$ cat config.mk
export PLATFORM = sky130hd
export DESIGN_NAME = operand_buffer
export DESIGN_NICKNAME = d
export VERILOG_FILES = /design/src/rtl/tpu_pkg.sv /design/src/rtl/operand_bank.sv /design/src/rtl/operand_buffer.sv
export SDC_FILE = /design/constraint.sdc
export NUM_CORES = 1
export LEC_CHECK = 0
export CAP_MARGIN = 10
export CORE_ASPECT_RATIO = 1.25
export CORE_MARGIN = 8
export CORE_UTILIZATION = 35
export DETAILED_ROUTE_END_ITERATION = 8
export GPL_ROUTABILITY_DRIVEN = 0
export PLACE_DENSITY_LB_ADDON = 0.12
export SLEW_MARGIN = 20
export SYNTH_ARGS = -nofsm -noshare
export SYNTH_HDL_FRONTEND = slang
export SYNTH_SLANG_ARGS = --single-unit
$ cat constraint.sdc
create_clock -name clk -period 1.62 [get_ports clk]
set_input_delay 0.243 -clock clk [delete_from_list [all_inputs] [get_ports clk]]
set_output_delay 0.243 -clock clk [all_outputs]
set_load 0.02 [all_outputs]
$ cat src/rtl/tpu_pkg.sv
// Shared constants for the systolic-array operand path: widths, select codes, slot addresses.
// Latency: n/a (package).
// Backpressure: n/a (package).
package tpu_pkg;

    localparam int OPW = 8;

    // Operand select encodings; any code other than SEL_0/SEL_1 yields a zero operand.
    localparam logic [1:0] SEL_0    = 2'd0;
    localparam logic [1:0] SEL_1    = 2'd1;
    localparam logic [1:0] SEL_ZERO = 2'd2;

    // Slot map inside one bank: weights row-major 2x2, then inputs row-major 2x2.
    localparam logic [2:0] ADDR_W0 = 3'd0;
    localparam logic [2:0] ADDR_W1 = 3'd1;
    localparam logic [2:0] ADDR_W2 = 3'd2;
    localparam logic [2:0] ADDR_W3 = 3'd3;
    localparam logic [2:0] ADDR_X0 = 3'd4;
    localparam logic [2:0] ADDR_X1 = 3'd5;
    localparam logic [2:0] ADDR_X2 = 3'd6;
    localparam logic [2:0] ADDR_X3 = 3'd7;

    // Two-way operand pick used by every array port.
    function automatic logic [OPW-1:0] pick(input logic [1:0]     sel,
                                            input logic [OPW-1:0] v0,
                                            input logic [OPW-1:0] v1);
        case (sel)
            SEL_0:   pick = v0;
            SEL_1:   pick = v1;
            default: pick = '0;
        endcase
    endfunction

endpackage

$ cat src/rtl/operand_bank.sv
// One 8-slot x 8-bit operand bank with a per-slot written mask.
// Latency: write visible on the outputs the cycle after the write edge.
// Backpressure: none; every presented write is accepted.
module operand_bank
    import tpu_pkg::*;
(
    input  logic              clk,
    input  logic              rst,
    input  logic              i_we,
    input  logic [2:0]        i_addr,
    input  logic [OPW-1:0]    i_dat,
    input  logic              i_clr_mask,
    output logic [8*OPW-1:0]  o_mem,
    output logic [7:0]        o_mask
);

    logic [OPW-1:0] r_mem [8];
    logic [7:0]     r_mask;

    // Slot storage: reset clears, otherwise write the addressed slot.
    always_ff @(posedge clk) begin
        if (rst) begin
            for (int i = 0; i < 8; i++) r_mem[i] <= '0;
        end else if (i_we) begin
            r_mem[i_addr] <= i_dat;
        end
    end

    // Written mask: cleared when this bank becomes the fresh write bank.
    always_ff @(posedge clk) begin
        if (rst || i_clr_mask) begin
            r_mask <= '0;
        end else if (i_we) begin
            r_mask[i_addr] <= 1'b1;
        end
    end

    // Flatten storage so the top can mux whole banks.
    always_comb begin
        o_mem = '0;
        for (int i = 0; i < 8; i++) o_mem[i*OPW +: OPW] = r_mem[i];
    end

    assign o_mask = r_mask;

endmodule

$ cat src/rtl/operand_buffer.sv
// Ping-pong operand buffer feeding a 2x2 systolic array; host fills one bank while the array reads the other.
// Latency: operand selects to operand outputs is 1 cycle; a write to slot 7 swaps banks on the same edge.
// Backpressure: none; host writes are always accepted, swaps occur on every slot-7 write.
module operand_buffer
    import tpu_pkg::*;
(
    input  logic           clk,
    input  logic           rst,
    input  logic           load_en,
    input  logic [2:0]     mem_addr,
    input  logic [7:0]     host_indata,
    input  logic [1:0]     a0_sel,
    input  logic [1:0]     a1_sel,
    input  logic [1:0]     b0_sel,
    input  logic [1:0]     b1_sel,
    output logic [7:0]     a0,
    output logic [7:0]     a1,
    output logic [7:0]     b0,
    output logic [7:0]     b1,
    output logic           bank_ready,
    output logic           swap_pulse,
    output logic           err_partial
);

    logic              r_wr_bank;
    logic              r_bank_ready;
    logic              r_swap_pulse;
    logic              r_err_partial;
    logic [OPW-1:0]    r_a0, r_a1, r_b0, r_b1;

    logic              w_swap;
    logic              w_we0, w_we1;
    logic              w_clr0, w_clr1;
    logic [8*OPW-1:0]  w_mem0, w_mem1, w_rd_mem;
    logic [7:0]        w_mask0, w_mask1, w_wr_mask;

    assign w_swap = load_en && (mem_addr == ADDR_X3);
    assign w_we0  = load_en && !r_wr_bank;
    assign w_we1  = load_en &&  r_wr_bank;
    // At a swap the bank about to become the write bank starts with an empty mask.
    assign w_clr0 = w_swap &&  r_wr_bank;
    assign w_clr1 = w_swap && !r_wr_bank;

    operand_bank u_bank0 (
        .clk        (clk),
        .rst        (rst),
        .i_we       (w_we0),
        .i_addr     (mem_addr),
        .i_dat      (host_indata),
        .i_clr_mask (w_clr0),
        .o_mem      (w_mem0),
        .o_mask     (w_mask0)
    );

    operand_bank u_bank1 (
        .clk        (clk),
        .rst        (rst),
        .i_we       (w_we1),
        .i_addr     (mem_addr),
        .i_dat      (host_indata),
        .i_clr_mask (w_clr1),
        .o_mem      (w_mem1),
        .o_mask     (w_mask1)
    );

    // Read bank is always the one not being written; uses the pre-swap pointer.
    assign w_rd_mem  = r_wr_bank ? w_mem0  : w_mem1;
    assign w_wr_mask = r_wr_bank ? w_mask1 : w_mask0;

    // Bank pointer, ready flag, swap strobe and sticky partial-swap error.
    always_ff @(posedge clk) begin
        if (rst) begin
            r_wr_bank     <= 1'b0;
            r_bank_ready  <= 1'b0;
            r_swap_pulse  <= 1'b0;
            r_err_partial <= 1'b0;
        end else begin
            r_swap_pulse <= w_swap;
            if (w_swap) begin
                r_wr_bank    <= !r_wr_bank;
                r_bank_ready <= 1'b1;
                // Slot 7 is being written on this very edge, so count it as present.
                if ((w_wr_mask | 8'h80) != 8'hFF) r_err_partial <= 1'b1;
            end
        end
    end

    // Operand registers: transposed input feed, forced to zero until a bank is complete.
    always_ff @(posedge clk) begin
        if (rst || !r_bank_ready) begin
            r_a0 <= '0;
            r_a1 <= '0;
            r_b0 <= '0;
            r_b1 <= '0;
        end else begin
            r_a0 <= pick(a0_sel, w_rd_mem[ADDR_W0*OPW +: OPW], w_rd_mem[ADDR_W1*OPW +: OPW]);
            r_a1 <= pick(a1_sel, w_rd_mem[ADDR_W2*OPW +: OPW], w_rd_mem[ADDR_W3*OPW +: OPW]);
            r_b0 <= pick(b0_sel, w_rd_mem[ADDR_X0*OPW +: OPW], w_rd_mem[ADDR_X2*OPW +: OPW]);
            r_b1 <= pick(b1_sel, w_rd_mem[ADDR_X1*OPW +: OPW], w_rd_mem[ADDR_X3*OPW +: OPW]);
        end
    end

    assign a0          = r_a0;
    assign a1          = r_a1;
    assign b0          = r_b0;
    assign b1          = r_b1;
    assign bank_ready  = r_bank_ready;
    assign swap_pulse  = r_swap_pulse;
    assign err_partial = r_err_partial;

endmodule
==> Flow_metrics.wiki, run 1 <==
{| class="wikitable"
! Metric !! Value
|-
| Count of endpoints failing setup in the final report || 0
|-
| I/O pin total || 57
|-
| GRT Resource Usage Total || 0.136
|-
| Initial antenna violation count || 0
|-
| Worst hold-check slack || 0.448 ns
|-
| Clock Tree Buf Depth || 2
|-
| Floorplan die width || 146 um
|-
| Sinks on Clock Net || 178
|-
| Reg clk slew, reported paths || 0.06 ns
|-
| Skew-Pair Late Insertion Delay || 0.43 ns
|-
| Via density || 4.79
|-
| Cell at the root of the clock tree || clkbuf_16
|-
| Share of the yosys chip area belonging to registers || 0.652
|-
| Setup TNS Final || 0 ns
|-
| Final #Nets || 665
|-
| Hold bufs inserted after CTS || 0
|-
| Type of the worst setup path || input port to flop
|-
| Worst slew slack as a fraction of its limit || 0.680
|-
| Slowest-stage cell, CP || clkdlybuf4s50_1
|-
| Via count of the first global-routing pass || 4,657
|-
| Detailed-route wire length per cell || 18.5 um
|-
| DRC viols || 0
|-
| Static leakage || 3.76 nW
|-
| Unrepaired setup endpoints after global routing || true
|-
| Req. time, crit path || 1.73 ns
|-
| Number of enable-type register cells in the synthesized netlist || 128
|-
| Worst setup SP type || input port
|-
| Final Cycle Share || 0.980
|-
| Series of cell instances along the critical path || clkdlybuf4s50_1 -> buf_4 -> nand3b_1 -> nor2_1 -> or2_2
|-
| Global-route wire length before repair || 26,700 um
|-
| Grt total ovfl || 0
|-
| Synthesized cell area || 7430 um2
|-
| Num CTS Buffers || 17
|-
| Async S/R FF share, synth || 0
|-
| Post-detailed-routing wire length || 17,200 um
|-
| Area overhead of the layout relative to synthesis || 27.1%
|-
| Maximum capacitance violations || 0
|-
| DRC violation total after the first TritonRoute iteration || 199
|-
| Final Hold Viols || 0
|-
| Syn. warnings || 0
|-
| Number of iterations in the first detailed-routing pass || 5
|-
| Worst-path fanout max || 8
|-
| Port Buf Inserts || 56
|-
| Number of antenna-violating nets in the routed design || 0
|-
| Antenna Diode Count || 0
|-
| IR Drop Worst-Case VDD || 0.841 mV
|-
| Cell row count || 59
|-
| Path type of the worst min-delay path || input port to flop
|-
| Top achievable clock speed || 0.630 GHz
|-
| Synthesized instance count || 536
|-
| Initial Util || 0.357
|-
| Share of post-route cells with drive strength above 1 || 0.220
|-
| CTS tree || done
|-
| Die Y-Extent || 179 um
|-
| Flip-flop and latch count after synthesis || 178
|-
| Post-synth top flop || edfxtp_1
|-
| Clock Skews || 0.0136 ns
|-
| Via count of the routed design || 4,454
|-
| Mean Syn Cell Area || 13.9 um2
|-
| Minimum clock period after layout || 1.59 ns
|-
| Slew at the pin closest to its max-slew limit || 0.480 ns
|-
| HPWL after detailed placement || 11,500 um
|-
| Area of the core region || 20,800 um2
|-
| Top library cells by usage in the layout, fill and taps aside || and2_1 (129), edfxtp_1 (128), buf_4 (50)
|-
| H-tree level count || 4
|-
| Die area || 26,200 um2
|-
| Register-to-register setup slack || 0.06 ns
|-
| Result of the run || complete, no violations
|-
| Pins over their slew limit || 0
|-
| Total nets after synthesis || 558
|-
| Most common cell after layout, fill and taps aside || and2_1
|-
| Biggest cell delay along the critical path || 0.49 ns
|-
| Total power density per cell area || 1050 nW/um2
|-
| Yosys cell types || 36
|-
| Largest net degree at the start of global routing || 34
|-
| Data arrival time at the worst-slack endpoint || 1.70 ns
|-
| Endpoint kind of the worst setup timing path || flop
|}
==> area by class of cell <==
class	count	area (um2)
well taps	274	343
flip-flops and latches	178	4850
fillers	1912	11400
clock inverters	15	174
multi-input cells	328	2520
repair buffers	114	1120
inverters	4	15.0
clock buffers	17	425
==> registers in the layout, indices dropped and copies added, names as in the netlist, 7 cells and up <==
name            flops
b0                  8
a0                  8
u_bank1.r_mem      64
u_bank1.o_mask      7
u_bank0.r_mem      64
u_bank0.o_mask      7
b1                  8
a1                  8
==> critical path, delay by kind of cell <==
kind | cells | cell delay, ns
and+or+nand+nor | 3 | 0.77
buffers and inverters | 2 | 0.68
==> where the power goes <==
group	leakage [nW]	internal, W	switching (W)
Combinational	1.76	0.000286	0.000343
Clock	0.288	0.00232	0.00187
Sequential	1.72	0.00502	0.0000457
==> repair_timing <==
| item | in CTS | in global routing |
|---|---|---|
| pin swaps | 0 | 2 |
| resized for setup | 7 | 46 |
| gates cloned | 0 | 1 |
| setup endpoints to repair | 76 | 191 |
| buffers inserted | 0 | 2 |
==> per-stage QoR <==
step / instances / utilization / total power, W / setup slack (ns) / cell area (um2)
2_1_floorplan: 536 / - / 0.00547 / 0.0417 / 7430
3_3_place_gp: 895 / 0.416 / 0.00578 / -0.521 / 8660
3_5_place_dp: 895 / 0.416 / 0.00578 / -0.513 / 8660
4_1_cts: 927 / 0.446 / 0.00996 / -0.0959 / 9290
5_1_grt: 930 / 0.453 / 0.0102 / -0.00243 / 9440
6_report: 930 / 0.453 / 0.00988 / 0.0330 / 9440
==> worst paths after layout <==
kind,start,endpoint,cells past startpoint
setup / recovery,mem_addr[0],u_bank1.r_mem[2][3]$_SDFFCE_PN0P_,5
hold / removal,rst,r_wr_bank$_SDFFE_PP0P_,3
hold reg to reg,u_bank1.o_mask[0]$_SDFFE_PP0N_,u_bank1.o_mask[0]$_SDFFE_PP0N_,1
setup reg to reg,r_wr_bank$_SDFFE_PP0P_,a1[0]$_SDFF_PP0_,4
==> layer usage <==
layer	wire length, um	part of all wire	GRT usage	vias to the layer above
li1	-	-	-	2134
met1	7650	0.44	0.163	2209
met2	8670	0.50	0.237	94
met3	643	0.037	0.0288	17
met4	293	0.017	0.0520	0
met5	0	0	0	-
==> synthesized netlist by cell type (2+ instances only) <==
cell type,instances,area (um2)
nor2_1,40,150
clkbuf_1,14,52.6
mux4_2,13,293
o21a_1,14,105
nor2_2,3,18.8
edfxtp_1,128,3840
nand2_1,5,18.8
o22a_1,19,166
buf_4,6,45.0
nand4bb_1,2,22.5
mux2i_1,38,380
nand2b_1,9,56.3
or2_2,17,106
dfxtp_1,50,1000
nor3_1,4,20.0
nand4_1,3,18.8
nand4b_1,3,26.3
buf_2,4,20.0
nor3_2,3,30.0
and2_1,129,807
inv_1,4,15.0
nand3b_1,2,15.0
nor3b_1,13,97.6
==> cells by family after synthesis <==
logic type / after synthesis / synth area share
buffers and inverters: 30 / 0.0199
and+or+nand+nor: 239 / 0.195
AOI/OAI and AO/OA: 38 / 0.0425
DFF: 178 / 0.652
muxes: 51 / 0.0906
Power figures use the tool's default switching activity.
==> run 2, diff against run 1 <==
--- a/config.mk
+++ b/config.mk
@@ -5,6 +5,7 @@
 export SDC_FILE = /design/constraint.sdc
 export NUM_CORES = 1
 export LEC_CHECK = 0
+export ABC_AREA = 1
 export CAP_MARGIN = 10
 export CORE_ASPECT_RATIO = 1.25
 export CORE_MARGIN = 8
==> run 2 against run 1 <==
Routed wire length increased by 2.9%. Cell count increased by 11%. Critical path type is now flop to output pin. Critical path depth decreased by 4. Sequential cell count unchanged. Design area increased by 0.58%. Combinational power increased by 19%. Worst hold slack improved by 0.0052 ns.
==> Flow_metrics.wiki, run 2 <==
{| class="wikitable"
! Metric !! Value
|-
| Result of the run || complete, no violations (unchanged)
|-
| GRT Resource Usage Total || 0.143 (was 0.136)
|-
| Internal || 0.00766 W (was 0.00763 W)
|-
| Largest net degree at the start of global routing || 58 (was 34)
|-
| Endpoint kind of the worst setup timing path || output pin (was flop)
|-
| Final #Nets || 768 (was 665)
|-
| Switching share of total power || 0.221 (was 0.228)
|-
| Worst hold start || err_partial$_SDFFE_PP0P_ (was rst)
|-
| Core occupancy in the finished layout || 0.471 (was 0.453)
|-
| Count of endpoints failing setup in the final report || 0 (unchanged)
|-
| Mean Syn Cell Area || 11.4 um2 (was 13.9 um2)
|-
| Worst flop-to-flop path endpoint || u_bank0.r_mem[6][7]$_SDFFCE_PN0P_ (was a1[0]$_SDFF_PP0_)
|-
| Static leakage || 4.10 nW (was 3.76 nW)
|-
| IR Drop Worst-Case VDD || 0.742 mV (was 0.841 mV)
|-
| Skew-Pair Late Insertion Delay || 0.43 ns (about the same)
|-
| Worst setup SP type || flop (was input port)
|-
| Layout fillers || 1,894 (was 1,912)
|-
| Worst-path fanout max || 1 (was 8)
|-
| Sinks on Clock Net || 178 (unchanged)
|-
| Yosys top cell by area || edfxtp_1 (unchanged)
|-
| Syn. warnings || 0 (unchanged)
|-
| Series of cell instances along the critical path || clkdlybuf4s50_1 (was clkdlybuf4s50_1 -> buf_4 -> nand3b_1 -> nor2_1 -> or2_2)
|-
| Die area || 25,500 um2 (was 26,200 um2)
|-
| R2r startpoint || r_wr_bank$_SDFFE_PP0P_ (unchanged)
|-
| Via count of the routed design || 4,932 (was 4,454)
|-
| DRC violation total after the first TritonRoute iteration || 257 (was 199)
|-
| Number of enable-type register cells in the synthesized netlist || 128 (unchanged)
|-
| Hold-critical path endpoint || err_partial$_SDFFE_PP0P_ (was r_wr_bank$_SDFFE_PP0P_)
|-
| Area share of the largest cell type after synthesis || 0.534 (was 0.518)
|-
| Post-CTS setup buffers || 0 (unchanged)
|-
| Share of power burned in the clock network || 0.411 (was 0.424)
|-
| Overall power after layout || 0.00984 W (was 0.00988 W)
|-
| Synthesized-area fraction occupied by adder cells || 0 (unchanged)
|-
| Via count of the first global-routing pass || 4,965 (was 4,657)
|-
| Minimum clock period after layout || 1.58 ns (was 1.59 ns)
|-
| Total power density per cell area || 1040 nW/um2 (was 1050 nW/um2)
|-
| Port Buf Inserts || 56 (unchanged)
|-
| Clock Tree Buf Depth || 2 (unchanged)
|-
| Via density || 4.79 (about the same)
|-
| Share of post-route cells with drive strength above 1 || 0.261 (was 0.220)
|-
| Cell at the root of the clock tree || clkbuf_16 (unchanged)
|-
| Worst slew slack as a fraction of its limit || 0.729 (was 0.680)
|-
| Register-to-register setup slack || 0.14 ns (was 0.06 ns)
|-
| Crit path launch || b0[0]$_SDFF_PP0_ (was mem_addr[0])
|-
| Num CTS Buffers || 17 (unchanged)
|-
| Data arrival time at the worst-slack endpoint || 1.34 ns (was 1.70 ns)
|-
| Main area contributors after synthesis || edfxtp_1 (53%), dfxtp_1 (14%), nor2_1 (8.1%) (was edfxtp_1 (52%), dfxtp_1 (13%), and2_1 (11%))
|-
| Logic depth of the worst setup path including buffers || 1 (was 5)
|-
| CP top delay family || buffers and inverters (was simple AND/OR/NAND/NOR gates)
|-
| Clock Skews || 0.0105 ns (was 0.0136 ns)
|-
| Share of the yosys chip area belonging to registers || 0.673 (was 0.652)
|-
| Cell row count || 58 (was 59)
|-
| Pins over their slew limit || 0 (unchanged)
|-
| Path type of the worst min-delay path || flop to flop (was input port to flop)
|-
| Hold Path Depth || 2 (was 3)
|-
| Hold bufs inserted after CTS || 0 (unchanged)
|-
| Initial antenna violation count || 0 (unchanged)
|-
| Flip-flop and latch count after synthesis || 178 (unchanged)
|-
| Setup slack of the critical path after layout || 0.0411 ns (was 0.0330 ns)
|-
| HPWL after detailed placement || 11,700 um (was 11,500 um)
|-
| Most repeated cell in the gate-level netlist after synthesis || nor2_1 (was and2_1)
|-
| Yosys cell types || 25 (was 36)
|-
| Area share of and/or/nand/nor cells after synthesis || 0.192 (was 0.195)
|-
| Biggest cell delay along the critical path || 0.61 ns (was 0.49 ns)
|-
| Synthesized cell area || 7200 um2 (was 7430 um2)
|-
| Die Y-Extent || 176 um (was 179 um)
|-
| Share of the synthesized area in compound gates (AO/OA/AOI/OAI) || 0.101 (was 0.0425)
|-
| DRC viols || 0 (unchanged)
|-
| Finished Layout Cells || 1,029 (was 930)
|-
| Number of antenna-violating nets in the routed design || 0 (unchanged)
|-
| Post-placement cell count || 996 (was 895)
|-
| Top post-synthesis cells by count || nor2_1 (156), edfxtp_1 (128), o211ai_1 (63), or2_2 (60), dfxtp_1 (50) (was and2_1 (129), edfxtp_1 (128), dfxtp_1 (50), nor2_1 (40), mux2i_1 (38))
|-
| Post-synth top flop || edfxtp_1 (unchanged)
|-
| Antenna Diode Count || 0 (unchanged)
|-
| Global-route wire length before repair || 27,100 um (was 26,700 um)
|-
| CTS tree || done (unchanged)
|-
| Grt total ovfl || 0 (unchanged)
|-
| Maximum capacitance violations || 0 (unchanged)
|-
| Initial Util || 0.357 (about the same)
|-
| Reg clk slew, reported paths || 0.07 ns (was 0.06 ns)
|-
| Slowest-stage cell, CP || clkdlybuf4s50_1 (unchanged)
|-
| Place WS || -0.360 ns (was -0.513 ns)
|-
| Detailed-route wire length per cell || 17.2 um (was 18.5 um)
|-
| I/O pin total || 57 (unchanged)
|-
| H-tree level count || 4 (unchanged)
|-
| Largest regs || u_bank0.r_mem: 64 flops, u_bank1.r_mem: 64 flops (unchanged)
|-
| Area overhead of the layout relative to synthesis || 31.8% (was 27.1%)
|-
| Async S/R FF share, synth || 0 (unchanged)
|-
| Type of the worst setup path || flop to output pin (was input port to flop)
|-
| Proportion of synthesized area in mux cells || 0 (was 0.0906)
|-
| Post-detailed-routing wire length || 17,700 um (was 17,200 um)
|-
| Final Hold Viols || 0 (unchanged)
|-
| Total nets after synthesis || 651 (was 558)
|-
| Synthesized instance count || 629 (was 536)
|-
| Floorplan die width || 144 um (was 146 um)
|-
| Final Cycle Share || 0.975 (was 0.980)
|-
| Top library cells by usage in the layout, fill and taps aside || nor2_1 (156), edfxtp_1 (128), o211ai_1 (63) (was and2_1 (129), edfxtp_1 (128), buf_4 (50))
|-
| Post-Synth XOR/XNOR Area || 0 (unchanged)
|-
| Top achievable clock speed || 0.633 GHz (was 0.630 GHz)
|-
| Most common cell after layout, fill and taps aside || nor2_1 (was and2_1)
|-
| Number of iterations in the first detailed-routing pass || 5 (unchanged)
|-
| Buffering stage count on the worst path with inverters included || 1 (was 2)
|-
| Largest family of logic cells by synthesized area || simple AND/OR/NAND/NOR gates (unchanged)
|-
| Worst R2R Path Depth || 6 (was 4)
|-
| Logic pwr share || 0.076 (was 0.064)
|-
| Req. time, crit path || 1.38 ns (was 1.73 ns)
|-
| Power dissipated by switching net loads || 0.00218 W (was 0.00225 W)
|-
| Area of the core region || 20,200 um2 (was 20,800 um2)
|-
| Setup TNS Final || 0 ns (unchanged)
|-
| Fraction of power consumed by sequential logic || 0.513 (was 0.512)
|-
| Slew at the pin closest to its max-slew limit || 0.406 ns (was 0.480 ns)
|}
[run 2: cell count changes after synthesis, sizes merged, moves of 14 or more]
cell	previous run	this run
nor2	43	159
o22a	19	0
o211ai	0	63
mux2i	38	0
nand2	5	45
o21a	14	0
inv	4	33
a21oi	2	43
or2	18	63
and2	129	2
[run 2: worst max path at each step]
stage                                         to  slack, ns
2_1_floorplan  u_bank0.r_mem[2][0]$_SDFFCE_PN0P_       0.11
3_3_place_gp   u_bank0.r_mem[4][6]$_SDFFCE_PN0P_      -0.33
3_5_place_dp   u_bank0.r_mem[4][2]$_SDFFCE_PN0P_      -0.36
4_1_cts                                    a1[2]     0.0009
5_1_grt                                    b0[5]     -0.004
6_report                                   b0[0]       0.04
[run 2: logic make-up (layout without fill, tap and decap cells)]
family          Yosys count  after routing
flops                   178            178
simple gates            277            277
compound gates          114            114
buf+inv                  60            190
[run 2: power groups by stage]
| stage | clock network, W | registers (W) | logic [W] |
|---|---|---|---|
| final | 0.00404 | 0.00505 | 0.000748 |
| after global routing | 0.00430 | 0.00506 | 0.000809 |
| after CTS | 0.00412 | 0.00505 | 0.000750 |
| after detailed placement | 0 | 0.00515 | 0.000750 |
| after global placement | 0 | 0.00515 | 0.000741 |
| after floorplan | 0 | 0.00514 | 0.000341 |
[run 2: what timing repair did]
item | in CTS | in global routing
resized for setup | 9 | 19
cloned | 0 | 1
setup endpoints to repair | 9 | 40
[run 2: layout make-up]
cell class                      instances  area, um2  area share
Clock inverter                          9       63.8     0.00672
Sequential cell                       178       4850       0.510
Timing Repair Buffer                  125       1470       0.155
Clock buffer                           23        531      0.0559
Tap cell                              270        338      0.0356
Multi-Input combinational cell        391       2120       0.223
Inverter                               33        124      0.0130
[run 2: metrics by stage]
step | area, um2 | hold WS [ns]
6_report | 9490 | 0.453
5_1_grt | 9490 | 0.471
3_3_place_gp | 8840 | 0.450
4_1_cts | 9420 | 0.452
3_5_place_dp | 8840 | 0.442
2_1_floorplan | 7200 | 0.429
[run 2: metal layers]
| metal | vias up | wire length [um] | global-route usage |
|---|---|---|---|
| li1 | 2405 | - | - |
| met1 | 2391 | 7780 | 0.177 |
| met2 | 113 | 8740 | 0.235 |
| met3 | 23 | 884 | 0.0346 |
| met4 | 0 | 333 | 0.0569 |
| met5 | - | 0 | 0 |
